--- src/rtl/cla_pipe_adder.sv ---
// Three-stage pipelined two-level carry-lookahead adder/subtractor with valid/ready flow control.
// S1 forms per-bit generate/propagate, S2 resolves group carries, S3 forms the sum and flags.
module cla_pipe_adder #(
  parameter int WIDTH = 32,
  parameter int GROUP = 4
) (
  input  logic             clk,
  input  logic             rst_n,
  input  logic             in_valid,
  output logic             in_ready,
  input  logic [WIDTH-1:0] a,
  input  logic [WIDTH-1:0] b,
  input  logic             cin,
  input  logic             sub,
  output logic             out_valid,
  input  logic             out_ready,
  output logic [WIDTH-1:0] sum,
  output logic             cout,
  output logic             ovf
);

  localparam int NG = WIDTH / GROUP;

  if ((WIDTH % GROUP) != 0 || WIDTH < GROUP || GROUP < 2 || GROUP > 8) begin : g_bad_params
    $error("cla_pipe_adder: WIDTH must be a multiple of GROUP and GROUP must lie in 2..8");
  end

  // Group generate: g[k] | p[k]g[k-1] | ... | p[k]..p[lo+1]g[lo]
  function automatic logic grp_gen(input logic [GROUP-1:0] gs, input logic [GROUP-1:0] ps);
    logic r, pr;
    r  = 1'b0;
    pr = 1'b1;
    for (int k = GROUP - 1; k >= 0; k--) begin
      r  = r | (pr & gs[k]);
      pr = pr & ps[k];
    end
    return r;
  endfunction

  function automatic logic grp_prop(input logic [GROUP-1:0] ps);
    return &ps;
  endfunction

  logic adv;
  assign adv      = !out_valid || out_ready;
  assign in_ready = adv;

  logic [WIDTH-1:0] b_eff;
  assign b_eff = sub ? ~b : b;

  logic             s1_valid;
  logic             s1_c0;
  logic [WIDTH-1:0] s1_g;
  logic [WIDTH-1:0] s1_p;

  always_ff @(posedge clk or negedge rst_n) begin
    if (!rst_n) begin
      s1_valid <= 1'b0;
      s1_c0    <= 1'b0;
      s1_g     <= '0;
      s1_p     <= '0;
    end else if (adv) begin
      s1_valid <= in_valid;
      s1_c0    <= sub | cin;
      s1_g     <= a & b_eff;
      s1_p     <= a ^ b_eff;
    end
  end

  // Each group carry is a flat OR of (propagate run) & (group generate) terms plus the c0 term.
  logic [NG-1:0] grp_c;
  logic          term;
  logic          prod;

  always_comb begin
    grp_c    = '0;
    term     = 1'b0;
    prod     = 1'b1;
    grp_c[0] = s1_c0;
    for (int j = 1; j < NG; j++) begin
      term = 1'b0;
      prod = 1'b1;
      for (int m = j - 1; m >= 0; m--) begin
        term = term | (prod & grp_gen(s1_g[m*GROUP +: GROUP], s1_p[m*GROUP +: GROUP]));
        prod = prod & grp_prop(s1_p[m*GROUP +: GROUP]);
      end
      grp_c[j] = term | (prod & s1_c0);
    end
  end

  logic             s2_valid;
  logic [WIDTH-1:0] s2_g;
  logic [WIDTH-1:0] s2_p;
  logic [NG-1:0]    s2_c;

  always_ff @(posedge clk or negedge rst_n) begin
    if (!rst_n) begin
      s2_valid <= 1'b0;
      s2_g     <= '0;
      s2_p     <= '0;
      s2_c     <= '0;
    end else if (adv) begin
      s2_valid <= s1_valid;
      s2_g     <= s1_g;
      s2_p     <= s1_p;
      s2_c     <= grp_c;
    end
  end

  // Carries restart from the registered group carry at every group's low bit.
  logic [WIDTH-1:0] sum_n;
  logic             carry;
  logic             msb_cin;
  logic             cout_n;
  logic             ovf_n;

  always_comb begin
    sum_n   = '0;
    carry   = 1'b0;
    msb_cin = 1'b0;
    for (int i = 0; i < WIDTH; i++) begin
      if ((i % GROUP) == 0) carry = s2_c[i / GROUP];
      if (i == WIDTH - 1) msb_cin = carry;
      sum_n[i] = s2_p[i] ^ carry;
      carry    = s2_g[i] | (s2_p[i] & carry);
    end
    cout_n = carry;
    ovf_n  = msb_cin ^ carry;
  end

  always_ff @(posedge clk or negedge rst_n) begin
    if (!rst_n) begin
      out_valid <= 1'b0;
      sum       <= '0;
      cout      <= 1'b0;
      ovf       <= 1'b0;
    end else if (adv) begin
      out_valid <= s2_valid;
      sum       <= sum_n;
      cout      <= cout_n;
      ovf       <= ovf_n;
    end
  end

endmodule
--- config.mk ---
export PLATFORM = sky130hd
export DESIGN_NAME = cla_pipe_adder
export DESIGN_NICKNAME = d
export VERILOG_FILES = /design/src/rtl/cla_pipe_adder.sv
export SDC_FILE = /design/constraint.sdc
export NUM_CORES = 1
export LEC_CHECK = 0
export ABC_AREA = 1
export CORE_UTILIZATION = 35
export CTS_CLUSTER_SIZE = 30
export DETAILED_ROUTE_END_ITERATION = 8
export PLACE_DENSITY = 0.64
export SLEW_MARGIN = 20
export SYNTH_ARGS = -nofsm -noshare
export SYNTH_HDL_FRONTEND = slang
export SYNTH_SLANG_ARGS = --single-unit
--- constraint.sdc ---
create_clock -name clk -period 2.3 [get_ports clk]
set_input_delay 0.69 -clock clk [delete_from_list [all_inputs] [get_ports clk]]
set_output_delay 0.69 -clock clk [all_outputs]
set_load 0.02 [all_outputs]
==> flow_summary.yaml, run 1 <==
critical_path:
  path_max_fanout: 2
  cp.required_ns: 2.58
  cp_cell_sequence: "ha_2 > or2_4 > ha_4 > or2_4 > ha_4 > nor2_4 > inv_1 > ha_2 > nor2_2 > xnor2_1 > o21ai_1"
  startpoint_type: "register"
  rr_endpoint: "ovf"
  slowest_stage: "dfrtp_1"
  r2r_cells: 11
  r2r_slack_ns: 0.14
  reg2reg_from: "s2_c[7]"
  arrival_ns: 2.44
  critPathKind: "reg2reg"
  critPathMaxStageDelay_ns: 0.41
  cp-end-kind: "register"
timing:
  final-max-slew-violation-count: 0
  setup_slack_ns: 0.1421
  timing.fmax_mhz: 463.4
  setup-violations-final: 0
  hold_slack_ns: 0.2347
  tightestPinTransition_ns: 0.8083
  rsz0062_at_grt: "no"
  period_share_pct: 93.82
  slew_headroom_pct: 46.12
  fin_crit_ns: 2.158
  hold_viol: 0
  finalClockSkew_ns: 0.007842
cells_and_area:
  nets: 1072
  area_growth_pct: 26.40
  seqCellArea_mm2: 0.004179
  layout_commonest_cell: "nand2_1"
  n_antenna_cell: 0
  layout.cells.non_filler: 1238
  layout_common_cells: "nand2_1 (259), dfrtp_1 (167), clkdlybuf4s50_1 (102)"
  stdcell_area_mm2: 0.009862
  fillCellCount: 2129
  drive_gt1_share_pct: 9.708
  multi_input_area_mm2: 0.003213
drt:
  drt_iter0_drc: 309
  ant_nets: 0
  vias: 5603
  first_pass_iters: 4
  via_per_inst: 4.526
  drc: 0
  wirelength_um: 15990
  wire_per_inst_um: 12.92
global_route:
  grt_pass1_wl_um: 26690
  grt_max_degree: 98
  track_usage_pct: 15.13
  grt_overflow: 0
  antenna_found_initial: 0
  grt_pass1_vias: 5520
floorplanning:
  core-area_mm2: 0.02182
  die_y_um: 151.3
  row_count: 54
  dieArea_mm2: 0.02289
  start_util_pct: 35.75
  die_w_um: 151.3
  io_pins: 106
logic_synthesis:
  synth.ff_latch_count: 167
  synth_edf_count: 0
  ys_warn_count: 0
  avgSynthCellArea_um2: 9.245
  synth_cell_types: 32
  synthesis.area_mm2: 0.007802
  syn_nets: 971
  postSynth.asyncResetShare_pct: 100.0
  ys.flop_type: "dfrtp_1"
  netlist_instances: 844
  ys_seq_area_share_pct: 53.56
placed_design:
  dpl.hpwl_um: 10850
  place_ws_ns: -0.2761
  port_buffers: 105
  place_area_mm2: 0.009204
  gp_congestion: 0.7382
  dp_cells: 1206
clocking:
  numClockSinks: 167
  cts_setup_buffers: 0
  numCtsBuffers: 17
  cts_max_level: 4
  cts_tree: "built"
  cts_buffer_depth: 2
  cts.reportedPaths.clkPinSlew_ns: 0.06
  clockRootBuffer: "clkbuf_16"
  clock_latency_ns: 0.42
hold_path:
  hold_path.class: "in2async"
power_and_ir_drop:
  p_seq_share_pct: 40.6
  switching_share_pct: 34.40
  p_clk_share_pct: 26.1
  leakagePower_nw: 4.716
  p_per_area_mw_per_mm2: 1143
  comb_power_share_pct: 33.3
  ir_drop_uv: 473.4
  p_sw_mw: 3.877
  internal_power_mw: 7.393
status:
  status: "completed"
run:
  maxCapViolCount: 0
## repair_timing
item                                    in CTS  in global routing
hold buffers                                 0                  0
pin swaps                                    3                  4
endpoints found under the setup margin       2                  3
resized for setup                            6                  9
## stage by stage
stage | utilization, % | setup TNS [ns] | power (mW)
after global routing | 45.19 | 0 | 12.16
after detailed placement | 42.17 | -5.516 | 8.373
after global placement | 42.17 | -4.121 | 8.288
after CTS | 45.04 | 0 | 11.39
after floorplan | - | 0 | 6.852
final | 45.19 | 0 | 11.27
## cell families (layout without fill, tap and decap cells)
kind of cell | after synthesis | count (layout) | synth area share [%]
adder cells (fa/ha/maj) | 57 | 57 | 9.140
XOR/XNOR | 40 | 40 | 4.490
AND/OR/NAND/NOR | 328 | 328 | 17.59
AO/OA/AOI/OAI | 141 | 141 | 9.381
flip-flops | 167 | 167 | 53.56
buffers and inverters | 111 | 225 | 5.837
## power by group through the flow
| stage | Combinational (mW) | Clock, mW | Sequential, mW |
|---|---|---|---|
| finish | 3.76 | 2.94 | 4.57 |
| global route | 4.30 | 3.14 | 4.71 |
| CTS | 3.81 | 3.01 | 4.57 |
| detailed placement | 3.77 | 0 | 4.60 |
| global placement | 3.71 | 0 | 4.58 |
| floorplan | 2.02 | 0 | 4.84 |
## critical path, delay by kind of cell (launching register included)
family	cells	cell delay, ns
buf+inv	1	0.05
fa+ha+maj	4	0.66
xor+xnor	1	0.12
flops	1	0.41
compound gates	1	0.07
simple gates	4	0.72
## cell usage after synthesis (all sizes together) (9+ instances only)
library cell,n,area [um^2]
inv,71,266.5
ha,57,713.2
nand2,263,997.2
dfrtp,167,4179
a21oi,9,60.05
or2,16,100.1
nor2,30,145.1
xor2,39,341.6
clkbuf,20,85.08
buf,20,103.9
o21ai,128,640.6
nand3,11,72.57
## how the worst max path moves through the flow
stage                   start        to  slack, ns  cells after the start
floorplan            s2_p[28]       ovf       0.03                     11
global placement    out_ready  in_ready      -0.28                      4
detailed placement  out_ready  in_ready      -0.28                      4
CTS                   s2_c[7]       ovf      0.007                     11
global route          s2_c[7]       ovf       0.05                     11
finish                s2_c[7]       ovf       0.14                     11
## flip-flops by register name (all words and copies together), names as in the netlist, 8 cells and up
signal,count
s2_g,25
s1_p,32
s1_g,32
s2_c,8
s2_p,32
sum,32
## layer usage
metal / vias up / routed length [um] / GRT usage (%)
met5: - / 0 / 0
met4: 0 / 174 / 4.800
met3: 12 / 624 / 3.675
met2: 91 / 7436 / 23.95
met1: 2612 / 7756 / 20.29
li1: 2888 / - / -
## final cells by class
class	count	share of cell area, %
tap	280	3.552
timing repair buffer	122	12.50
multi-input combinational	566	32.58
clock buffer	21	4.770
sequential	167	42.38
inverter	71	2.728
clock inverter	11	1.497
(Power assumes the default switching activity.)
==> inputs of run 2 (changes only) <==
CORE_UTILIZATION = 45   (was 35)
CTS_CLUSTER_SIZE = default   (was 30)
PLACE_DENSITY = 0.77   (was 0.64)
==> run 2 against run 1 <==
Net effect:
- non-clock buffer count shrank 1
- die area shrank 22%
- total power grew 2.7%
- count of clock-buffer cells in the layout grew 1
- register-to-register slack gained 0.03 ns
- largest cell class unchanged
- final area is essentially flat
==> flow_summary.yaml, run 2 (same netlist as run 1, synthesis figures left out) <==
power_and_ir_drop:
  ir_drop_uv: 716.8
  leakagePower_nw: 4.760
  power_mw: 11.57
  p_per_area_mw_per_mm2: 1172
timing:
  fin_crit_ns: 2.253
  rsz0062_at_grt: "no"
  setup_slack_ns: 0.04711
  tns_ns: 0
  hold_slack_ns: 0.2074
  hold_viol: 0
  final-max-slew-violation-count: 0
  setup-violations-final: 0
  slew_headroom_pct: 67.39
  finalClockSkew_ns: 0.008601
  tightestPinTransition_ns: 0.4892
  timing.fmax_mhz: 443.9
  period_share_pct: 97.95
critical_path:
  r2r_slack_ns: 0.17
  r2r_cells: 11
  critPathMaxStageDelay_ns: 0.44
  path_max_fanout: 3
  cp_top_family: "buffers and inverters"
  cp.buffers_inverters: 3
  cp.depth: 4
  critPathKind: "in2out"
  cp_cell_sequence: "clkdlybuf4s50_1 > nor2_4 > inv_4 > buf_12"
  rr_endpoint: "ovf"
  cp.required_ns: 1.61
  cp-end-kind: "primary output"
  startpoint_type: "primary input"
  slowest_stage: "clkdlybuf4s50_1"
  arrival_ns: 1.56
  reg2reg_from: "s2_c[7]"
global_route:
  grt_overflow: 0
  track_usage_pct: 19.19
  grt_max_degree: 107
  grt_pass1_wl_um: 27100
  grt_pass1_vias: 5684
  antenna_found_initial: 0
run:
  maxCapViolCount: 0
placed_design:
  port_buffers: 105
  place_ws_ns: -0.05533
  dpl.hpwl_um: 10670
  place_area_mm2: 0.009151
  dp_cells: 1141
  gp_congestion: 0.7735
clocking:
  cts.reportedPaths.clkPinSlew_ns: 0.06
  cts_buffer_depth: 2
  cts_tree: "built"
  numCtsBuffers: 17
  numClockSinks: 167
  clockRootBuffer: "clkbuf_16"
  cts_max_level: 4
  clock_latency_ns: 0.42
floorplanning:
  die_y_um: 133.7
  io_pins: 106
  dieArea_mm2: 0.01787
  die_w_um: 133.7
  start_util_pct: 46.55
  row_count: 47
  core-area_mm2: 0.01676
cells_and_area:
  nets: 1071
  layout.cells.non_filler: 1177
  final_core_util_pct: 58.90
  stdcell_area_mm2: 0.009871
  layout_commonest_cell: "nand2_1"
  n_antenna_cell: 0
  layout_common_cells: "nand2_1 (259), dfrtp_1 (167), clkdlybuf4s50_1 (102)"
  area_growth_pct: 26.51
  drive_gt1_share_pct: 9.509
status:
  status: "completed"
drt:
  via_per_inst: 4.823
  wirelength_um: 15910
  drc: 0
  drt_iter0_drc: 330
  wire_per_inst_um: 13.52
  vias: 5677
  ant_nets: 0
  first_pass_iters: 4
hold_path:
  hold_path.class: "in2async"
-- run 2: cell types whose count changed in the layout (fill, tap and decap cells not counted) --
cell and change:
clkbuf_1 +1, clkinvlp_4 -4, inv_6 +2, nor2_2 -1
clkbuf_2 -1, nor2_4 +1, buf_4 -5, bufinv_16 +1
buf_12 +5
-- run 2: worst max path at each step --
stage          endpoint      start  slack [ns]
2_1_floorplan       ovf   s2_p[28]        0.03
3_3_place_gp        ovf   s2_p[28]       0.008
3_5_place_dp        ovf   s2_p[28]       -0.06
4_1_cts             ovf   s2_p[28]       0.002
5_1_grt        in_ready  out_ready       0.009
6_report       in_ready  out_ready        0.05
-- run 2: worst register-to-register path, delay by kind of cell, from the launching register on --
kind            cells  cell delay [ns]
simple gates        4             0.71
xor+xnor            1             0.11
flops               1             0.39
compound gates      1             0.08
buf+inv             1             0.05
fa+ha+maj           4             0.68
-- run 2: cell type report --
| type | count | area [um^2] |
|---|---|---|
| multi-input combinational | 566 | 3218 |
| inverter | 71 | 269.0 |
| timing repair buffer | 121 | 1290 |
| sequential | 167 | 4179 |
| fill | 1462 | 6889 |
| clock inverter | 10 | 165.2 |
| tap | 220 | 275.3 |
| clock buffer | 22 | 474.2 |
-- run 2: metal layers --
layer / wire length, um / global-route usage [%]
met5: 0 / 0
met4: 185 / 6.692
met3: 532 / 3.615
met2: 7465 / 29.83
met1: 7726 / 26.91
-- run 2: repair_timing --
item	in CTS	in global routing
pin swaps	2	5
endpoints found under the setup margin	1	3
buffers inserted	1	3
gates resized for setup	1	12
hold buffers	0	0
-- run 2: where the power goes --
part	switching, mW	internal (mW)	total [mW]
combinational	2.16	1.75	3.91
sequential	0.649	3.96	4.61
clock	1.14	1.91	3.05
total	3.95	7.62	11.6
